## src/rtl/lcd_pkg.sv

```systemverilog
// rtl/lcd_pkg.sv - shared LCD widths, capture FSM states and panel timing constants
package lcd_pkg;

    localparam int X_W   = 10;
    localparam int Y_W   = 9;
    localparam int RGB_W = 24;

    typedef enum logic [1:0] {
        ST_SEARCH  = 2'd0,
        ST_MEASURE = 2'd1,
        ST_LOCKED  = 2'd2
    } cap_state_t;

    // Small simulation timing: 64x32 active inside 69x35 total
    localparam int SIM_H_ACTIVE = 64;
    localparam int SIM_H_BLANK  = 5;
    localparam int SIM_H_TOTAL  = 69;
    localparam int SIM_V_ACTIVE = 32;
    localparam int SIM_V_BLANK  = 3;
    localparam int SIM_V_TOTAL  = 35;
    localparam int SIM_CLK_DIV  = 5;

    // 480x272 panel timing
    localparam int P480_H_ACTIVE = 480;
    localparam int P480_H_BLANK  = 45;
    localparam int P480_H_TOTAL  = 525;
    localparam int P480_V_ACTIVE = 272;
    localparam int P480_V_BLANK  = 16;
    localparam int P480_V_TOTAL  = 288;

endpackage

```

## src/rtl/lcd_sync_edge.sv

```systemverilog
// rtl/lcd_sync_edge.sv - 2-flop synchronizer with a third flop for rise/fall detection
module lcd_sync_edge (
    input  logic clk,
    input  logic rst_n,
    input  logic d,
    output logic q,
    output logic rise,
    output logic fall
);

    logic [2:0] sync_q;
    logic [2:0] sync_d;

    // shift the asynchronous input through the three-stage chain
    always_comb begin
        sync_d = {sync_q[1:0], d};
    end

    // synchronizer and edge-history register
    always_ff @(posedge clk) begin
        if (!rst_n) begin
            sync_q <= '0;
        end else begin
            sync_q <= sync_d;
        end
    end

    assign q    = sync_q[1];
    assign rise = sync_q[1] & ~sync_q[2];
    assign fall = ~sync_q[1] & sync_q[2];

endmodule

```

## src/rtl/lcd_rgb_capture.sv

```systemverilog
// rtl/lcd_rgb_capture.sv - parallel RGB LCD receiver with geometry measurement and lock tracking
module lcd_rgb_capture
    import lcd_pkg::*;
#(
    parameter int MAX_W = 1023,
    parameter int MAX_H = 511
) (
    input  logic                 clk,
    input  logic                 rst_n,
    input  logic                 lcd_dclk,
    input  logic                 lcd_de,
    input  logic                 lcd_hsync,
    input  logic                 lcd_vsync,
    input  logic [7:0]           lcd_red,
    input  logic [7:0]           lcd_green,
    input  logic [7:0]           lcd_blue,
    output logic                 pix_valid,
    output logic [RGB_W-1:0]     pix_data,
    output logic [X_W-1:0]       pix_x,
    output logic [Y_W-1:0]       pix_y,
    output logic                 sof,
    output logic                 eol,
    output logic [X_W-1:0]       frame_width,
    output logic [Y_W-1:0]       frame_height,
    output logic [11:0]          frame_count,
    output logic                 locked,
    output logic                 timing_err
);

    localparam int BUS_W = RGB_W + 2;
    localparam logic [X_W-1:0] X_MAX = X_W'(MAX_W);
    localparam logic [Y_W-1:0] Y_MAX = Y_W'(MAX_H);

    // hsync carries no information in DE mode
    logic hsync_unused;
    assign hsync_unused = lcd_hsync;

    logic dclk_q_unused, dclk_fall_unused, dclk_rise;

    lcd_sync_edge u_dclk_sync (
        .clk   (clk),
        .rst_n (rst_n),
        .d     (lcd_dclk),
        .q     (dclk_q_unused),
        .rise  (dclk_rise),
        .fall  (dclk_fall_unused)
    );

    logic [BUS_W-1:0] bus_s1_q, bus_s1_d, bus_s2_q, bus_s2_d;

    // data lines get the same two-stage depth as dclk so they line up with the rise
    always_comb begin
        bus_s1_d = {lcd_de, lcd_vsync, lcd_red, lcd_green, lcd_blue};
        bus_s2_d = bus_s1_q;
    end

    cap_state_t       state_q, state_d;
    logic             primed_q, primed_d;
    logic             de_prev_q, de_prev_d, vs_prev_q, vs_prev_d;
    logic [X_W-1:0]   x_q, x_d, ref_w_q, ref_w_d;
    logic [Y_W-1:0]   y_q, y_d;
    logic             ref_valid_q, ref_valid_d, bad_q, bad_d;
    logic             pix_valid_q, pix_valid_d, sof_q, sof_d, eol_q, eol_d;
    logic [RGB_W-1:0] pix_data_q, pix_data_d;
    logic [X_W-1:0]   pix_x_q, pix_x_d, frame_width_q, frame_width_d;
    logic [Y_W-1:0]   pix_y_q, pix_y_d, frame_height_q, frame_height_d;
    logic [11:0]      frame_count_q, frame_count_d;
    logic             locked_q, locked_d, timing_err_q, timing_err_d;

    logic             ev_en, de_s, vs_s, vs_rise, de_rise, de_fall;
    logic             frame_ok, frame_mismatch;
    logic [RGB_W-1:0] rgb_s;
    logic [X_W-1:0]   line_w, x_cur;
    logic [Y_W-1:0]   y_cur;

    // the first sample after reset only seeds the edge history
    assign ev_en   = dclk_rise & primed_q;
    assign de_s    = bus_s2_q[BUS_W-1];
    assign vs_s    = bus_s2_q[BUS_W-2];
    assign rgb_s   = bus_s2_q[RGB_W-1:0];
    assign vs_rise = ev_en & vs_s & ~vs_prev_q;
    assign de_rise = ev_en & de_s & ~de_prev_q;
    assign de_fall = ev_en & ~de_s & de_prev_q;

    // frame-end judgement always uses the counters as they stood before this sample
    assign line_w         = ref_valid_q ? ref_w_q : '0;
    assign frame_ok       = !bad_q && (line_w != '0) && (y_q != '0);
    assign frame_mismatch = bad_q || (line_w != frame_width_q) || (y_q != frame_height_q);

    // capture FSM state register
    always_ff @(posedge clk) begin
        if (!rst_n) begin
            state_q <= ST_SEARCH;
        end else begin
            state_q <= state_d;
        end
    end

    // capture FSM transitions, all taken at a frame end
    always_comb begin
        state_d = state_q;
        case (state_q)
            ST_SEARCH:  if (vs_rise) state_d = ST_MEASURE;
            ST_MEASURE: if (vs_rise && frame_ok) state_d = ST_LOCKED;
            ST_LOCKED:  if (vs_rise && frame_mismatch) state_d = ST_MEASURE;
            default:    state_d = ST_SEARCH;
        endcase
    end

    // counters, geometry checks, frame-end results and pixel output
    always_comb begin
        primed_d       = primed_q | dclk_rise;
        de_prev_d      = dclk_rise ? de_s : de_prev_q;
        vs_prev_d      = dclk_rise ? vs_s : vs_prev_q;
        x_d            = x_q;
        y_d            = y_q;
        ref_w_d        = ref_w_q;
        ref_valid_d    = ref_valid_q;
        bad_d          = bad_q;
        pix_valid_d    = 1'b0;
        pix_data_d     = pix_data_q;
        pix_x_d        = pix_x_q;
        pix_y_d        = pix_y_q;
        sof_d          = 1'b0;
        eol_d          = 1'b0;
        frame_width_d  = frame_width_q;
        frame_height_d = frame_height_q;
        frame_count_d  = frame_count_q;
        locked_d       = locked_q;
        timing_err_d   = 1'b0;
        y_cur          = vs_rise ? '0 : y_q;
        x_cur          = de_rise ? '0 : x_q;

        if (de_fall) begin
            if (!ref_valid_q) begin
                ref_w_d     = x_q;
                ref_valid_d = 1'b1;
            end else if (x_q != ref_w_q) begin
                bad_d = 1'b1;
            end
            if (y_q == Y_MAX) begin
                bad_d = 1'b1;
            end else begin
                y_d = y_q + 1'b1;
            end
            eol_d = (state_q != ST_SEARCH);
        end

        if (vs_rise) begin
            if (state_q == ST_MEASURE) begin
                frame_width_d  = line_w;
                frame_height_d = y_q;
                locked_d       = frame_ok;
            end else if (state_q == ST_LOCKED) begin
                if (frame_mismatch) begin
                    timing_err_d = 1'b1;
                    locked_d     = 1'b0;
                end else begin
                    frame_count_d = frame_count_q + 12'd1;
                end
            end
            x_d         = '0;
            y_d         = '0;
            ref_w_d     = '0;
            ref_valid_d = 1'b0;
            bad_d       = 1'b0;
        end

        // a line starting with y already saturated means vsync went missing
        if (de_rise) begin
            x_d = '0;
            if (y_cur == Y_MAX) bad_d = 1'b1;
        end

        if (ev_en && de_s && (state_d != ST_SEARCH)) begin
            pix_valid_d = 1'b1;
            pix_data_d  = rgb_s;
            pix_x_d     = x_cur;
            pix_y_d     = y_cur;
            sof_d       = (x_cur == '0) && (y_cur == '0);
            if (x_cur == X_MAX) begin
                bad_d = 1'b1;
            end else begin
                x_d = x_cur + 1'b1;
            end
        end
    end

    // datapath and output registers
    always_ff @(posedge clk) begin
        if (!rst_n) begin
            bus_s1_q       <= '0;
            bus_s2_q       <= '0;
            primed_q       <= 1'b0;
            de_prev_q      <= 1'b0;
            vs_prev_q      <= 1'b0;
            x_q            <= '0;
            y_q            <= '0;
            ref_w_q        <= '0;
            ref_valid_q    <= 1'b0;
            bad_q          <= 1'b0;
            pix_valid_q    <= 1'b0;
            pix_data_q     <= '0;
            pix_x_q        <= '0;
            pix_y_q        <= '0;
            sof_q          <= 1'b0;
            eol_q          <= 1'b0;
            frame_width_q  <= '0;
            frame_height_q <= '0;
            frame_count_q  <= '0;
            locked_q       <= 1'b0;
            timing_err_q   <= 1'b0;
        end else begin
            bus_s1_q       <= bus_s1_d;
            bus_s2_q       <= bus_s2_d;
            primed_q       <= primed_d;
            de_prev_q      <= de_prev_d;
            vs_prev_q      <= vs_prev_d;
            x_q            <= x_d;
            y_q            <= y_d;
            ref_w_q        <= ref_w_d;
            ref_valid_q    <= ref_valid_d;
            bad_q          <= bad_d;
            pix_valid_q    <= pix_valid_d;
            pix_data_q     <= pix_data_d;
            pix_x_q        <= pix_x_d;
            pix_y_q        <= pix_y_d;
            sof_q          <= sof_d;
            eol_q          <= eol_d;
            frame_width_q  <= frame_width_d;
            frame_height_q <= frame_height_d;
            frame_count_q  <= frame_count_d;
            locked_q       <= locked_d;
            timing_err_q   <= timing_err_d;
        end
    end

    assign pix_valid    = pix_valid_q;
    assign pix_data     = pix_data_q;
    assign pix_x        = pix_x_q;
    assign pix_y        = pix_y_q;
    assign sof          = sof_q;
    assign eol          = eol_q;
    assign frame_width  = frame_width_q;
    assign frame_height = frame_height_q;
    assign frame_count  = frame_count_q;
    assign locked       = locked_q;
    assign timing_err   = timing_err_q;

endmodule

```

## config.mk

```make
export PLATFORM = sky130hd
export DESIGN_NAME = lcd_rgb_capture
export DESIGN_NICKNAME = d
export VERILOG_FILES = /design/src/rtl/lcd_pkg.sv /design/src/rtl/lcd_sync_edge.sv /design/src/rtl/lcd_rgb_capture.sv
export SDC_FILE = /design/constraint.sdc
export NUM_CORES = 1
export LEC_CHECK = 0
export ABC_AREA = 1
export BUFFER_PORTS_ARGS = -buffer_cell sky130_fd_sc_hd__buf_2
export CAP_MARGIN = 20
export CORE_MARGIN = 2
export CORE_UTILIZATION = 50
export DETAILED_ROUTE_END_ITERATION = 6
export GPL_ROUTABILITY_DRIVEN = 0
export HOLD_SLACK_MARGIN = 0.1
export PLACE_DENSITY = 0.71
export SYNTH_ARGS = -nofsm -noshare
export SYNTH_HDL_FRONTEND = slang
export SYNTH_HIERARCHICAL = 1
export SYNTH_SLANG_ARGS = --single-unit
```

## constraint.sdc

```tcl
create_clock -name clk -period 2.7 [get_ports clk]
set_input_delay 0.27 -clock clk [delete_from_list [all_inputs] [get_ports clk]]
set_output_delay 0.27 -clock clk [all_outputs]
set_load 0.02 [all_outputs]
```

==> metrics.cfg, run 1 <==
[run_status]
status=finished, final reports clean

[route]
antenna_left=0
totalWireLength_mm=16.25
route.detailed.drc=0
wire_per_inst_um=12.08
via_per_inst=4.863
drt-initial-drc-count=384
vias=6541
drtPass1Iterations=5

[worst_setup_path]
slowest_delay_ps=450
cp-endpoint=bad_q
crit_family=simple AND/OR/NAND/NOR gates
worstSetupStartpointType=flop
r2r_end=bad_q
crit_chain=inv_1, ha_1, nand3_1, nor2_1, nor3_2, nand3_1, nand2_1, nand2_1, nand2_1, nand2_1, nand2_2, nand2_2, nor2_1, nand2_1, nand2_1
cpMostUsedCell=nand2_1
setup.worst_path.end_class=flop
cp_slowest_cell=dfxtp_1
path_depth=15
crit_fanout=16
crit_arrival_ps=2780
critical_path_class=flop to flop
rr_worst_depth=15
startpoint=y_q[1]
required_ps=3060
r2r-start=y_q[1]
path_buf_inv=1
r2r_slack_ps=280

[floorplan]
io_pins=109
rows=44
die_area_mm2=0.01563
fp.coreArea_mm2=0.01442
die_x_um=125.0
die_h_um=125.0
start_util=0.5077

[yosys]
synth_area_mm2=0.007323
synthesis.nets=1066
synthCells=1026
yosysWarnings=6
avgSynthCellArea_um2=7.138

[finish]
drive_gt1_frac=0.1533
syn2layout_area_growth_pct=21.70
post-route-util=0.6179
stdcell_count=1345
num-nets-final=1189
diodes=0

[global_route]
grt_use_total=0.2100
grt_pass1_wl_mm=27.48
grt_remaining_overflow=0
grt_max_degree=73
grt_pass1_vias=5920
antenna_found_initial=0

[clock_network]
cts_root_buf=clkbuf_16
clkLatencyLatePin_ps=420
post-cts-setup-buffers=0
cts.clk_slew.worst_paths_ps=60
numCtsBuffers=17
h-tree-depth=4
cts_tree=built
clock_path_buffers=2
cts_num_sinks=170

[timing]
period_share=0.8948
fmax_ghz=0.4139
grt_setup_unrepaired=no
tightest_slew_ps=666.8
fin_ws_ps=284.0
slew_headroom=0.5555
skew_ps=7.537
drv_slew=0
hold_viol_final=0
tns_ps=0
final-setup-viol-count=0
finalCriticalPeriod_ps=2416

[placed_design]
hpwlAfterDp_mm=11.06
place_ws_ps=257.7
port_buffers=107
placed_cells=1287

[hold_path]
hp-start=rst_n
hold_path.class=primary input to flop

[power_and_ir_drop]
p_int_mw=4.169
p_sw_mw=1.092
power_density_mw_per_mm2=590.3
vdd_ir_drop_max_mv=0.4970
p_leak_nw=4.346
comb_power_share=0.030
seqPwrFrac=0.486
p_clk_frac=0.484
switching_share=0.2076

[run]
maxCapViolCount=0

-- layer usage --
layer	wire length (µm)	global-route usage	vias up
met5	0	0	-
met1	7632	0.2760	2914
met2	7557	0.3402	139
li1	-	-	3456
met4	363	0.07516	0
met3	691	0.04835	32
-- flip-flops by register name, summed over array words and instances, names as in the netlist, 9 cells and up --
signal	cells
y_q	9
pix_data	24
frame_width	10
pix_x	10
frame_count	12
pix_y	9
frame_height	9
bus_s1_q	26
bus_s2_q	26
ref_w_q	10
x_q	10
-- power by group through the flow --
stage	registers (mW)	logic [mW]	clock network, mW
3_5_place_dp	2.61	0.127	0
5_1_grt	2.56	0.180	2.71
2_1_floorplan	2.61	0.0863	0
3_3_place_gp	2.61	0.125	0
4_1_cts	2.56	0.158	2.60
6_report	2.56	0.158	2.55
-- per-stage QoR --
stage	hold slack (ps)	instance area, µm²	power (mW)
after floorplan	363.5	7323	2.696
after global placement	391.5	8009	2.737
after detailed placement	394.7	8009	2.740
after CTS	232.6	8902	5.318
after global routing	258.0	8912	5.452
final	251.6	8912	5.261
-- area by class of cell --
cell class	count	area, µm²
clock inverters	14	197.7
well taps	184	230.2
flip-flops and latches	170	3403
clock buffers	17	425.4
repair buffers	150	965.9
inverters	142	533.0
fillers	1315	5512
multi-input cells	668	3157
-- worst reg2reg max path, delay by kind of cell (launching register included) --
family,cells,cell delay [ps]
adder cells (fa/ha/maj),1,200
flip-flops,1,450
AND/OR/NAND/NOR,13,1590
buffers and inverters,1,130
-- worst min-delay path by stage --
| stage | slack, ps | cells after the start | endpoint |
|---|---|---|---|
| 3_3_place_gp | 390 | 2 | bus_s2_q[18] |
| 6_report | 250 | 3 | frame_count[0] |
| 5_1_grt | 260 | 3 | frame_count[7] |
| 4_1_cts | 230 | 3 | frame_count[7] |
| 2_1_floorplan | 360 | 2 | u_dclk_sync/sync_q[0] |
| 3_5_place_dp | 390 | 2 | bus_s2_q[7] |
-- cells in the final DEF (no fill, tap or decap), types with 17 or more instances in the layout --
cell           count
nand2_1          250
clkbuf_16         17
dlygate4sd3_1     27
nand3b_1          31
nor2_1           119
o21ai_0           48
a21oi_1          100
nand3_1           47
inv_1            137
dfxtp_1          170
buf_2            106
-- what timing repair did --
item	CTS	global route
endpoints found under the setup margin	0	7
gates resized for setup	0	3
hold buffers	27	0
endpoints found under the hold margin	27	0
Note: power is estimated with default switching activity, not from simulation.
==> inputs of run 2 (changes only) <==
--- a/config.mk
+++ b/config.mk
@@ -13,6 +13,7 @@
 export DETAILED_ROUTE_END_ITERATION = 6
 export GPL_ROUTABILITY_DRIVEN = 0
 export HOLD_SLACK_MARGIN = 0.1
+export MAX_ROUTING_LAYER = met4
 export PLACE_DENSITY = 0.71
 export SYNTH_ARGS = -nofsm -noshare
 export SYNTH_HDL_FRONTEND = slang
==> metrics.cfg, run 2 (same netlist as run 1, synthesis figures left out) <==
[floorplan]
rows=44  ; unchanged
fp.coreArea_mm2=0.01442  ; unchanged
io_pins=109  ; unchanged
die_x_um=125.0  ; unchanged
start_util=0.5077  ; unchanged
die_h_um=125.0  ; unchanged
die_area_mm2=0.01563  ; unchanged

[timing]
tns_ps=0  ; unchanged
tightest_slew_ps=670.1  ; +3.318 ps
fin_ws_ps=298.8  ; +14.80 ps
fmax_ghz=0.4165  ; +0.62%
skew_ps=7.300  ; -0.2374 ps
final-setup-viol-count=0  ; unchanged
hold_ws_ps=249.0  ; -2.607 ps
finalCriticalPeriod_ps=2401  ; -14.80 ps
period_share=0.8893  ; -0.005481
slew_headroom=0.5532  ; -0.002212
drv_slew=0  ; unchanged
grt_setup_unrepaired=no
hold_viol_final=0  ; unchanged

[clock_network]
cts_num_sinks=170  ; unchanged
cts_root_buf=clkbuf_16
cts.clk_slew.worst_paths_ps=60  ; about the same
cts_tree=built
numCtsBuffers=17  ; unchanged
clkLatencyLatePin_ps=420  ; about the same
post-cts-setup-buffers=0  ; unchanged
h-tree-depth=4  ; unchanged
clock_path_buffers=2  ; unchanged

[worst_setup_path]
required_ps=3060  ; about the same
setup.worst_path.end_class=flop
crit_fanout=16  ; unchanged
worstSetupStartpointType=flop
crit_arrival_ps=2760  ; -20 ps
startpoint=y_q[1]
critical_path_class=flop to flop
r2r-start=y_q[1]

[placed_design]
place_ws_ps=257.7  ; unchanged
hpwlAfterDp_mm=11.06  ; unchanged
port_buffers=107  ; unchanged
placed_cells=1287  ; unchanged

[route]
vias=6515  ; -0.40%
totalWireLength_mm=16.25  ; about the same
drt-initial-drc-count=391  ; +1.8%
route.detailed.drc=0  ; unchanged
antenna_left=0  ; unchanged
wire_per_inst_um=12.08  ; about the same
drtPass1Iterations=5  ; unchanged
via_per_inst=4.844  ; -0.40%

[global_route]
grt_max_degree=73  ; unchanged
grt_pass1_wl_mm=27.47  ; about the same
grt_pass1_vias=5913  ; -0.12%
grt_use_total=0.2164  ; +0.006433
antenna_found_initial=0  ; unchanged
grt_remaining_overflow=0  ; unchanged

[finish]
final_common_cell=nand2_1
final_cell_mix=nand2_1, dfxtp_1, inv_1, nor2_1, buf_2
num-nets-final=1189  ; unchanged
stdcell_count=1345  ; unchanged
syn2layout_area_growth_pct=21.70  ; unchanged
diodes=0  ; unchanged
drive_gt1_frac=0.1533  ; unchanged

[power_and_ir_drop]
p_leak_nw=4.346  ; unchanged
power_density_mw_per_mm2=590.3  ; about the same
power_mw=5.261  ; about the same
vdd_ir_drop_max_mv=0.4977  ; +0.12%

[run]
maxCapViolCount=0  ; unchanged

[hold_path]
hold_path.class=primary input to flop
hp-start=rst_n

[run_status]
status=finished, final reports clean

==> run 2: worst paths after layout <==
kind | to | slack (ps) | cells after the start
worst min register to register | bus_s2_q[5] | 410 | 2
worst max-delay path | bad_q | 300 | 15
worst max register to register | bad_q | 300 | 15
worst min-delay path | frame_count[0] | 250 | 3
==> run 2: layout make-up <==
cell class,instances,area [µm²]
clock buffers,17,425.4
flip-flops and latches,170,3403
repair buffers,150,965.9
multi-input cells,668,3157
clock inverters,14,197.7
fillers,1315,5512
well taps,184,230.2
inverters,142,533.0
==> run 2: what timing repair did <==
action                                  CTS  global route
resized for setup                         0             3
hold buffers                             27             0
endpoints found under the setup margin    0             7
hold endpoints to repair                 27             0
==> run 2: routing by layer <==
| layer | up-vias | wire length (µm) | GRT usage |
|---|---|---|---|
| met5 | - | 0 | - |
| met4 | 0 | 357 | 0.07516 |
| li1 | 3459 | - | - |
| met2 | 131 | 7498 | 0.3405 |
| met3 | 31 | 686 | 0.04664 |
| met1 | 2894 | 7709 | 0.2771 |
==> run 2: power by group <==
group / switching (mW) / internal, mW / leakage [nW]
clock: 0.998 / 1.55 / 0.288
sequential: 0.00940 / 2.55 / 1.38
combinational: 0.0841 / 0.0737 / 2.68
total: 1.09 / 4.17 / 4.35
==> run 2: worst max-delay path, cell delays in order (launching register included) <==
cell and delay (ps):
dfxtp_1 450, inv_1 130, ha_1 200, nand3_1 90, nor2_1 60, nor3_2 230
nand3_1 120, nand2_1 80, nand2_1 40, nand2_1 60, nand2_1 70, nand2_2 170
nand2_2 220, nor2_1 250, nand2_1 110, nand2_1 70
==> run 2: through the flow <==
step                  util  instance area (µm²)
detailed placement  0.5553                 8009
finish              0.6179                 8912
global placement    0.5553                 8009
floorplan                -                 7323
global route        0.6179                 8912
CTS                 0.6172                 8902
==> inputs of run 3 (changes only) <==
--- a/config.mk
+++ b/config.mk
@@ -6,15 +6,15 @@
 export NUM_CORES = 1
 export LEC_CHECK = 0
 export ABC_AREA = 1
-export BUFFER_PORTS_ARGS = -buffer_cell sky130_fd_sc_hd__buf_2
 export CAP_MARGIN = 20
-export CORE_MARGIN = 2
+export CORE_MARGIN = 4
 export CORE_UTILIZATION = 50
 export DETAILED_ROUTE_END_ITERATION = 6
+export DONT_BUFFER_PORTS = 1
 export GPL_ROUTABILITY_DRIVEN = 0
 export HOLD_SLACK_MARGIN = 0.1
 export MAX_ROUTING_LAYER = met4
-export PLACE_DENSITY = 0.71
+export PLACE_DENSITY = 0.65
 export SYNTH_ARGS = -nofsm -noshare
 export SYNTH_HDL_FRONTEND = slang
 export SYNTH_HIERARCHICAL = 1
==> metrics.cfg, run 3 (same netlist as run 1, synthesis figures left out) <==
[route]
antenna_left=0  ; unchanged
drtPass1Iterations=5  ; unchanged
via_per_inst=4.952  ; +2.2%
wire_per_inst_um=13.32  ; +10%
route.detailed.drc=0  ; unchanged
totalWireLength_mm=16.87  ; +3.8%
drt-initial-drc-count=318  ; -19%
vias=6274  ; -3.7%

[global_route]
antenna_found_initial=0  ; unchanged
grt_use_total=0.2145  ; -0.001931
grt_max_degree=111  ; +52%
grt_remaining_overflow=0  ; unchanged
grt_pass1_vias=5749  ; -2.8%
grt_pass1_wl_mm=28.05  ; +2.1%

[floorplan]
fp.coreArea_mm2=0.01410  ; -2.3%
die_area_mm2=0.01665  ; +6.5%
die_x_um=129.0  ; +3.2%
die_h_um=129.0  ; +3.2%
io_pins=109  ; unchanged
start_util=0.5195  ; +0.01181
rows=43  ; -2.3%

[finish]
stdcell_count=1267  ; -5.8%
finalInstanceArea_mm2=0.008643  ; -3.0%
drive_gt1_frac=0.06992  ; -0.08340
diodes=0  ; unchanged
num-nets-final=1114  ; -6.3%
final_common_cell=nand2_1
post-route-util=0.6132  ; -0.004715
final_cell_mix=nand2_1, dfxtp_1, inv_1, nor2_1, a21oi_1
syn2layout_area_growth_pct=18.02

[power_and_ir_drop]
power_mw=5.121  ; -2.7%
power_density_mw_per_mm2=592.5  ; +0.37%
vdd_ir_drop_max_mv=0.3705  ; -26%
p_leak_nw=3.903  ; -10%

[timing]
hold_ws_ps=164.1  ; -84.89 ps
grt_setup_unrepaired=no
period_share=0.9026  ; +0.01328
slew_headroom=0.6764  ; +0.1231
tns_ps=0  ; unchanged
fin_ws_ps=262.9  ; -35.87 ps
fmax_ghz=0.4103  ; -1.5%
skew_ps=9.555  ; +2.255 ps
hold_viol_final=0  ; unchanged
final-setup-viol-count=0  ; unchanged
finalCriticalPeriod_ps=2437  ; +35.87 ps
drv_slew=0  ; unchanged
tightest_slew_ps=483.6  ; -186.5 ps

[worst_setup_path]
setup.worst_path.end_class=flop
critical_path_class=flop to flop
required_ps=3060  ; about the same
worstSetupStartpointType=flop
crit_fanout=7  ; -9
r2r_slack_ps=260  ; -40 ps
crit_arrival_ps=2800  ; +40 ps

[clock_network]
numCtsBuffers=17  ; unchanged
cts_root_buf=clkbuf_16
cts_tree=built
cts_num_sinks=170  ; unchanged
h-tree-depth=4  ; unchanged
post-cts-setup-buffers=0  ; unchanged
clock_path_buffers=2  ; unchanged
cts.clk_slew.worst_paths_ps=70  ; about the same
clkLatencyLatePin_ps=430  ; about the same

[placed_design]
port_buffers=0  ; -100%
place_area_mm2=0.007511  ; -6.2%
placed_cells=1182  ; -8.2%
place_ws_ps=344.9  ; +87.23 ps
hpwlAfterDp_mm=10.72  ; -3.0%

[run_status]
status=finished, final reports clean

[hold_path]
hold_path.class=primary input to flop

[run]
maxCapViolCount=0  ; unchanged

==> run 3: cell types whose count changed in the layout (fill, tap and decap cells not counted), moves of 2 or more <==
| cell | before | now |
|---|---|---|
| buf_2 | 106 | 0 |
| buf_4 | 14 | 19 |
| bufinv_16 | 4 | 1 |
| clkinv_4 | 2 | 0 |
| clkinvlp_4 | 5 | 2 |
| dlygate4sd3_1 | 27 | 52 |
| inv_6 | 2 | 5 |
| inv_8 | 0 | 5 |
| nor2_1 | 119 | 121 |
| nor2_2 | 4 | 2 |
==> run 3: area by class of cell <==
type	count	area (µm²)
Fill cell	1299	5453
Sequential cell	170	3403
Multi-Input combinational cell	668	3152
Timing Repair Buffer	75	750.7
Inverter	142	533.0
Clock buffer	18	429.2
Tap cell	180	225.2
Clock inverter	14	150.1
==> run 3: final timing paths <==
check / cells past startpoint / endpoint / start
setup / recovery: 17 / x_q[6] / u_dclk_sync/sync_q[1]
hold / removal: 4 / bad_q / rst_n
setup reg to reg: 17 / x_q[6] / u_dclk_sync/sync_q[1]
hold reg to reg: 2 / bus_s2_q[4] / bus_s1_q[4]
==> run 3: where the power goes <==
group          switching [mW]  total, mW  internal [mW]
Clock                    1.09       2.40           1.31
Combinational          0.0794      0.166         0.0868
Sequential            0.00923       2.55           2.55
==> run 3: critical path, cell delays in order, from the launching register on <==
cell	delay [ps]
dfxtp_1	310
inv_1	60
nor2_2	50
nand3_1	150
nor2_4	60
nor2_1	180
ha_1	230
nand3_1	150
nor3_1	270
nand2_1	180
inv_2	80
nand2_2	100
inv_2	130
nand2_1	120
nand2_1	70
nand3b_1	90
nand2_1	50
nor2_1	100
==> run 3: per-layer routing <==
layer / part of all wire / track usage / vias up
met5: 0 / - / -
met4: 0.018 / 0.07844 / 0
met3: 0.054 / 0.04864 / 25
met2: 0.46 / 0.3271 / 131
met1: 0.47 / 0.2797 / 2799
li1: - / - / 3319
==> run 3: what timing repair did <==
action / CTS / global route
hold endpoints to repair: 135 / 0
hold buffers: 53 / 0
gates resized for setup: 0 / 1
setup endpoints to repair: 0 / 1
